[src/rtl/cpu_types_pkg.sv]
// Shared CPU types: machine word, IF/ID bundle, fetch FSM states.
// Also holds the halt opcode, which decode uses too.
package cpu_types_pkg;

  typedef logic [31:0] word_t;

  localparam logic [5:0] HALT_OPCODE = 6'h3F;

  typedef enum logic [1:0] {
    RUN,
    REDIR_WAIT,
    HALTED
  } fetch_state_t;

  typedef struct packed {
    logic  valid;
    word_t instr;
    word_t pc;
    word_t npc;
  } if_id_t;

  function automatic logic [5:0] opcode_of(word_t w);
    return w[31:26];
  endfunction

endpackage

[src/rtl/fetch_hold_reg.sv]
// One-entry IF/ID holding buffer.
// Keeps a fetched word that returned while IF/ID was stalled.
module fetch_hold_reg
  import cpu_types_pkg::*;
(
  input  logic   clk,
  input  logic   rst,
  input  logic   load,
  input  logic   clear,
  input  if_id_t d,
  output logic   valid,
  output if_id_t q
);

  if_id_t ent_q, ent_d;

  always_comb begin
    ent_d = ent_q;
    if (clear) begin
      ent_d.valid = 1'b0;
    end else if (load) begin
      ent_d = d;
    end
  end

  always_ff @(posedge clk) begin
    if (rst) begin
      ent_q <= '0;
    end else begin
      ent_q <= ent_d;
    end
  end

  assign valid = ent_q.valid;
  assign q     = ent_q;

endmodule

[src/rtl/fetch_unit.sv]
// Instruction fetch stage: PC, icache request, IF/ID latch.
// Handles stall/flush, redirects and halt.
module fetch_unit
  import cpu_types_pkg::*;
#(
  parameter word_t      PC_INIT = 32'h0000_0000,
  parameter logic [5:0] HALT_OP = HALT_OPCODE
) (
  input  logic        CLK,
  input  logic        RST,
  input  logic        ihit,
  input  logic [31:0] iload,
  output logic        imemREN,
  output logic [31:0] imemaddr,
  input  logic        stall,
  input  logic        flush,
  input  logic        redirect_valid,
  input  logic [31:0] redirect_pc,
  output logic        if_valid,
  output logic [31:0] if_instr,
  output logic [31:0] if_pc,
  output logic [31:0] if_npc,
  output logic        halted
);

  fetch_state_t state_q, state_d;
  word_t        pc_q, pc_d;
  word_t        redir_q, redir_d;
  if_id_t       ifid_q, ifid_d;
  if_id_t       hold_q, fetched;
  logic         hold_valid, hold_load, hold_clear;
  logic         hit_taken, accept, is_halt;
  word_t        redir_tgt, pc_inc;

  assign redir_tgt = redirect_pc & ~32'h3;
  assign pc_inc    = pc_q + 32'd4;
  assign hit_taken = ihit && imemREN;
  assign accept    = hit_taken && (state_q == RUN)
                  && !redirect_valid && !flush;
  assign is_halt   = opcode_of(iload) == HALT_OP;
  assign fetched   = '{valid: 1'b1, instr: iload,
                       pc: pc_q, npc: pc_inc};

  always_ff @(posedge CLK) begin
    if (RST) begin
      state_q <= RUN;
      pc_q    <= PC_INIT;
      redir_q <= '0;
      ifid_q  <= '0;
    end else begin
      state_q <= state_d;
      pc_q    <= pc_d;
      redir_q <= redir_d;
      ifid_q  <= ifid_d;
    end
  end

  always_comb begin
    state_d = state_q;
    pc_d    = pc_q;
    redir_d = redir_q;
    unique case (state_q)
      RUN: begin
        if (redirect_valid) begin
          if (hit_taken || !imemREN) begin
            pc_d = redir_tgt;
          end else begin
            // keep the miss address stable for the icache
            redir_d = redir_tgt;
            state_d = REDIR_WAIT;
          end
        end else if (accept) begin
          pc_d = pc_inc;
          if (is_halt) state_d = HALTED;
        end
      end
      REDIR_WAIT: begin
        if (redirect_valid) redir_d = redir_tgt;
        if (hit_taken) begin
          pc_d    = redirect_valid ? redir_tgt : redir_q;
          state_d = RUN;
        end
      end
      HALTED: begin
        if (redirect_valid) begin
          pc_d    = redir_tgt;
          state_d = RUN;
        end
      end
      default: state_d = RUN;
    endcase
  end

  always_comb begin
    imemREN = 1'b0;
    halted  = state_q == HALTED;
    if (!RST && state_q != HALTED && !hold_valid) begin
      imemREN = 1'b1;
    end
  end

  always_comb begin
    ifid_d     = ifid_q;
    hold_load  = 1'b0;
    hold_clear = 1'b0;
    if (flush) begin
      ifid_d.valid = 1'b0;
      hold_clear   = 1'b1;
    end else if (stall) begin
      hold_load = accept;
    end else if (hold_valid) begin
      ifid_d     = hold_q;
      hold_clear = 1'b1;
    end else if (accept) begin
      ifid_d = fetched;
    end else begin
      ifid_d.valid = 1'b0;
    end
  end

  fetch_hold_reg u_hold (
    .clk   (CLK),
    .rst   (RST),
    .load  (hold_load),
    .clear (hold_clear),
    .d     (fetched),
    .valid (hold_valid),
    .q     (hold_q)
  );

  assign imemaddr = pc_q;
  assign if_valid = ifid_q.valid;
  assign if_instr = ifid_q.instr;
  assign if_pc    = ifid_q.pc;
  assign if_npc   = ifid_q.npc;

endmodule
[config.mk]
export PLATFORM = sky130hd
export DESIGN_NAME = fetch_unit
export DESIGN_NICKNAME = d
export VERILOG_FILES = /design/src/rtl/cpu_types_pkg.sv /design/src/rtl/fetch_hold_reg.sv /design/src/rtl/fetch_unit.sv
export SDC_FILE = /design/constraint.sdc
export NUM_CORES = 1
export LEC_CHECK = 0
export ABC_AREA = 1
export BUFFER_PORTS_ARGS = -buffer_cell sky130_fd_sc_hd__buf_4
export CORE_MARGIN = 10
export CORE_UTILIZATION = 35
export CTS_BUF_LIST = sky130_fd_sc_hd__clkbuf_8 sky130_fd_sc_hd__clkbuf_16
export DETAILED_ROUTE_END_ITERATION = 7
export PLACE_DENSITY_LB_ADDON = 0.3
export SKIP_CTS_REPAIR_TIMING = 1
export SLEW_MARGIN = 40
export SYNTH_ARGS = -nofsm -noshare
export SYNTH_HDL_FRONTEND = slang
export SYNTH_SLANG_ARGS = --single-unit
[constraint.sdc]
create_clock -name CLK -period 3.45 [get_ports CLK]
set_input_delay 0.345 -clock CLK [delete_from_list [all_inputs] [get_ports CLK]]
set_output_delay 0.345 -clock CLK [all_outputs]
set_load 0.05 [all_outputs]
# Yosys cells after proc, flatten, opt, wreduce, memory -nomap -nowiden
# Index checks and enable logic that the tools add are counted.
[classes] add_sub_neg=1 eq_ne=12 muxes=26 bitwise_logic=3 reduce_logical=23
[ops] operator="32-bit 2-to-1 mux" n=8
[ops] operator="97-bit 2-to-1 mux" n=1
[ops] operator="96-bit 2-to-1 mux" n=1
[ops] operator="32-bit case mux with 3 select lines" n=1
[ops] operator="32-bit case mux with 2 select lines" n=1
[ops] operator="32-bit by 3-bit adder with 32-bit output, second input constant" n=1
[ops] operator="2-bit 2-to-1 mux" n=6
[ops] operator="2-bit inequality test, second input constant" n=5
[ops] operator="5-bit AND reduction" n=2
[ops] operator="3-bit inequality test, second input constant" n=3
[ops] operator="1-bit 2-to-1 mux" n=7
[ops] operator="6-bit equality test, second input constant" n=1
[ops] operator="1-bit logical AND" n=6
[ops] operator="2-bit case mux with 3 select lines" n=1
[ops] operator="3-bit AND reduction" n=2
[ops] operator="1-bit logical NOT" n=5
[ops] operator="2-bit nonzero test" n=2
[ops] operator="2-bit OR reduction" n=2
[ops] operator="3-bit by 2-bit inequality test with 1-bit output, second input constant" n=1
[ops] operator="1-bit NOT" n=3
[ops] operator="3-bit nonzero test" n=1
[ops] operator="2-bit by 1-bit equality test with 1-bit output, second input constant" n=1
[ops] operator="2-bit equality test, second input constant" n=1
[ops] operator="2-bit logical NOT" n=1
[ops] operator="2 further kinds" n=2
[totals] register_bits=260 in_bits=70 out_inout_bits=131 wordCells=76

# Logic depth before layout (Yosys ltp)
[logic_depth] ltp_word=11 mapped_depth=13 ltp_nobuf=12

# Cells and area by module
# Synthesis repeated with hierarchy kept, for this count alone.
[hier_totals] cells_unflattened=2085 hier_area_um2=13279.0
[by_module_without_submodules] mod="fetch_unit" n_inst=1 cells_each=1458 area_each_um2=9175.0
[by_module_without_submodules] mod="fetch_hold_reg" n_inst=1 cells_each=627 area_each_um2=4103.9

# Worst setup path before layout
# Ideal clock, no wire load.
[synth_path] path_type="register to register" startpoint="register state_q[0]" endpoint="register ifid_q, in the netlist if_pc[27]" t_arrival_ns=2.452 required_time_ns=3.334 path_slack_ns=0.882 path_stages_with_launch=11 path_buffers=2 synth_period_minus_slack_ns=2.568 path_cell_list="dfxtp_1 -> inv_1 -> ha_1 -> nor3_4 -> nand4_2 -> nand2_2 -> nand3_2 -> buf_4 -> buf_6 -> o21ai_0 -> nor2_1"
[synth_between] elab_chain_cells=10 word_cells_on_any_way=11
[synth_rtl] item="start, declared" line_no="fetch_unit.sv:26" text="fetch_state_t state_q, state_d;"
[synth_rtl] item="start signal, assigned" line_no="fetch_unit.sv:51" text="state_q <= state_d;"
[synth_rtl] item="2-bit inequality test" line_no="fetch_unit.sv:97" text="if (!RST && state_q != HALTED && !hold_valid) begin"
[synth_rtl] item="1-bit logical AND (2 in a row)" line_no="fetch_unit.sv:97"
[synth_rtl] item="1-bit 2-to-1 mux" line_no="fetch_unit.sv:97"
[synth_rtl] item="via imemREN" line_no="fetch_unit.sv:13" text="output logic imemREN,"
[synth_rtl] item="1-bit logical AND" line_no="fetch_unit.sv:37" text="assign hit_taken = ihit && imemREN;"
[synth_rtl] item="1-bit logical AND" line_no="fetch_unit.sv:38" text="assign accept = hit_taken && (state_q == RUN)"
[synth_rtl] item="1-bit logical AND (2 in a row)" line_no="fetch_unit.sv:39" text="&& !redirect_valid && !flush;"
[synth_rtl] item="2-bit nonzero test (no source line)"
[synth_rtl] item="3-bit AND reduction (no source line)"
[synth_rtl] item="end signal, assigned" line_no="fetch_unit.sv:54" text="ifid_q <= ifid_d;"
[synth_rtl] item="end, declared" line_no="fetch_unit.sv:29" text="if_id_t ifid_q, ifid_d;"
# The timed path passes the listed nets, and every way through them passes these cells.
# A chain may end at the register's enable or synchronous reset.

# Worst setup path in the final report
[layout_path] startpoint="register state_q[0]" endpoint="register ifid_q, in the netlist if_instr[19]"
[layout_between] elab_chain_cells=10 word_cells_on_any_way=11
[layout_rtl] item="2-bit inequality test" line_no="fetch_unit.sv:97"
[layout_rtl] item="1-bit logical AND (2 in a row)" line_no="fetch_unit.sv:97"
[layout_rtl] item="1-bit 2-to-1 mux" line_no="fetch_unit.sv:97"
[layout_rtl] item="1-bit logical AND" line_no="fetch_unit.sv:37"
[layout_rtl] item="1-bit logical AND (*)" line_no="fetch_unit.sv:38"
[layout_rtl] item="1-bit logical AND (*) (2 in a row)" line_no="fetch_unit.sv:39"
[layout_rtl] item="2-bit nonzero test (no source line) (*)"
[layout_rtl] item="3-bit AND reduction (no source line) (*)"
# Mark *: on every way between the ends. The rest lies on a longest branch, timed or not.

==> metrics.txt <==
layout cells sized above 1=14.7%; Synth Area in Simple Gates=24.4%; post-synthesis mux area share=0.0823%; final net count=2,019; RR Startpoint=state_q[0]; grt ovf=0; vias=11.9k; Post-synth EDFFs=0; RSZ-0062 raised after global routing=false; Setup Total Neg Slack=0 ps; post-route minimum period=2760 ps; routed length per instance=15.7 um; Num CTS Buffers=30; max incr delay on CP=500 ps; CTS clk-pin slew, worst paths=60 ps; Hold Startpoint=iload[31]; largest area contributor in the netlist=dfxtp_1; Max Cap Violations=0; delay-heaviest family, CP=simple AND/OR/NAND/NOR gates; Rel. slew slack=50.8%; DIE AREA=42,600 sq um; status=completed; Iter 0 DRT Violations=813; Mean Syn Cell Area=6.66 sq um; Mapped Cells=1,828; final worst-path cycle share=79.9%; Synth cell types=35; Final Power=9530 uW; largest net degree at the start of global routing=172; #FFs+latches synth=256; Final Hold Violating Endpoints=0; CTS HTree Levels=1; final setup fails=0; n_diodes=0; compound-gate portion of the synthesized area=23.2%; maximum net fanout on the critical path=37; filler cell count=3,567; Crit-path slowest cell=nand3_2; clk_skew=11.7 ps; IO Port Bufs=198; Setup crit start=state_q[0]; Synth Flop Type=dfxtp_1; largest family of logic cells by synthesized area=simple AND/OR/NAND/NOR gates; adder-cell share of the synthesized area=0.514%; Ys Warns=0; Syn Std Cell Area=12,200 sq um; top cells by area, synth=dfxtp_1 (42%), nand2_1 (13%), o21ai_0 (11%); first-pass GRT wire length=59,500 um; R2R setup slack=690 ps; Cell Rows=68; Global Route Usage Sum=17.2%; post-synthesis net count=1,903; CTS root buf=clkbuf_16; vias in the first global route=10.7k; post-route ant nets=0; initial antenna violation count=1; crit path buf inv count=3; Initial Util=35.3%; Crit Path Category=reg -> reg; die height=206 um; drt pass-1 iters=5; worst-path cell chain=inv_1 > ha_1 > inv_1 > nor2_1 > nand4_2 > nand2_2 > nand3_2 > buf_4 > o21ai_0 > nor2_1; Crit path arrival time=3200 ps; Vias/cell=4.91; IO Pins=201; worst hold path class=in -> reg; Req. time, crit path=3890 ps; CP Capture Type=register; worst slew pin tran=738 ps; sequential share of the synthesized area=42.1%; Sink Count=256; Leak=0.00640 uW; DIE WIDTH=206 um; Synth Area in XOR/XNOR=1.01%; Max Clk Rate=363 MHz; Post-synth ARST share=0%; Clock Tree Buf Depth=3; HPWL after DPL=26,200 um; core area=34,500 sq um; fin util=43.1%; global placement routability congestion=0.886; Max VDD drop=0.371 mV; # DRC=0; CP Launch Type=register; Final Max Slew Viols=0; clock latency on the worst-skew pair=560 ps; area delta synth->final=22.0%; CTS tree=yes; area share of the largest cell type after synthesis=42.1%; Power Density=642 nW/um^2; WL final=37,900 um
[layout by cell type, fill, tap and decap left out, types with 9 or more instances in the layout]
| cell | n |
|---|---|
| a21oi_1 | 253 |
| buf_4 | 211 |
| clkbuf_16 | 31 |
| dfxtp_1 | 255 |
| inv_1 | 111 |
| nand2_1 | 428 |
| nand3_1 | 40 |
| nor2_1 | 260 |
| o21ai_0 | 275 |
| o21ai_1 | 9 |
| xor2_1 | 13 |
[per-stage QoR]
step / instance area [sq um] / hold slack, ps / worst slack, ps / cells
5_1_grt: 14800 / 38.8 / 341 / 2423
3_5_place_dp: 13800 / 450 / 713 / 2366
3_3_place_gp: 13800 / 438 / 798 / 2366
6_report: 14800 / 32.1 / 692 / 2423
2_1_floorplan: 12200 / 422 / 882 / 1828
4_1_cts: 14800 / -77.2 / 703 / 2422
[routing by layer]
metal / share of wire [%] / track usage (%)
met5: 0 / 0
met4: 2.0 / 4.17
met3: 9.7 / 5.17
met2: 42 / 25.6
met1: 46 / 23.8
[worst register-to-register path, delay by kind of cell (launching register included)]
kind / cells / cell delay (ps)
AO/OA/AOI/OAI: 1 / 230
adder cells (fa/ha/maj): 1 / 300
buffers and inverters: 3 / 700
flip-flops: 1 / 340
AND/OR/NAND/NOR: 5 / 1080
[cell usage after synthesis, types with 6 or more instances]
| library cell | number |
|---|---|
| a21oi_1 | 253 |
| a31oi_1 | 7 |
| and2_1 | 7 |
| buf_2 | 27 |
| buf_4 | 15 |
| buf_6 | 6 |
| clkbuf_1 | 77 |
| dfxtp_1 | 256 |
| inv_1 | 110 |
| nand2_1 | 428 |
| nand3_1 | 40 |
| nor2_1 | 260 |
| o21ai_0 | 275 |
| o21ai_1 | 9 |
| xor2_1 | 13 |
[area by class of cell]
type | count | area (sq um) | area share, %
Multi-Input combinational cell | 1326 | 5990 | 40.4
Sequential cell | 256 | 5130 | 34.5
Timing Repair Buffer | 215 | 1650 | 11.1
Clock buffer | 38 | 872 | 5.87
Tap cell | 455 | 569 | 3.84
Inverter | 115 | 434 | 2.92
Clock inverter | 18 | 203 | 1.37
[final timing paths]
path,endpoint,cells after the start
worst max-delay path,if_instr[19],10
worst min-delay path,u_hold.q[95],3
worst max register to register,if_instr[19],10
worst min register to register,u_hold.q[6],2
[power breakdown]
part | internal (uW) | switching, uW | total [uW]
clock | 2080 | 1290 | 3370
sequential | 3200 | 253 | 3450
combinational | 785 | 1920 | 2710
total | 6060 | 3470 | 9530
[logic make-up after synthesis]
kind of cell / after synthesis
xor+xnor: 14
buf+inv: 246
simple gates: 751
mux: 1
flops: 256
compound gates: 555
fa+ha+maj: 5
[flip-flops by register name (all words and copies together) (netlist names)]
| name | flops |
|---|---|
| u_hold.q | 94 |
| if_instr | 32 |
| if_pc | 32 |
| imemaddr | 32 |
| redir_q | 32 |
| if_npc | 30 |
| state_q | 2 |
| if_valid | 1 |
| u_hold.valid | 1 |
(Power assumes the default switching activity.)
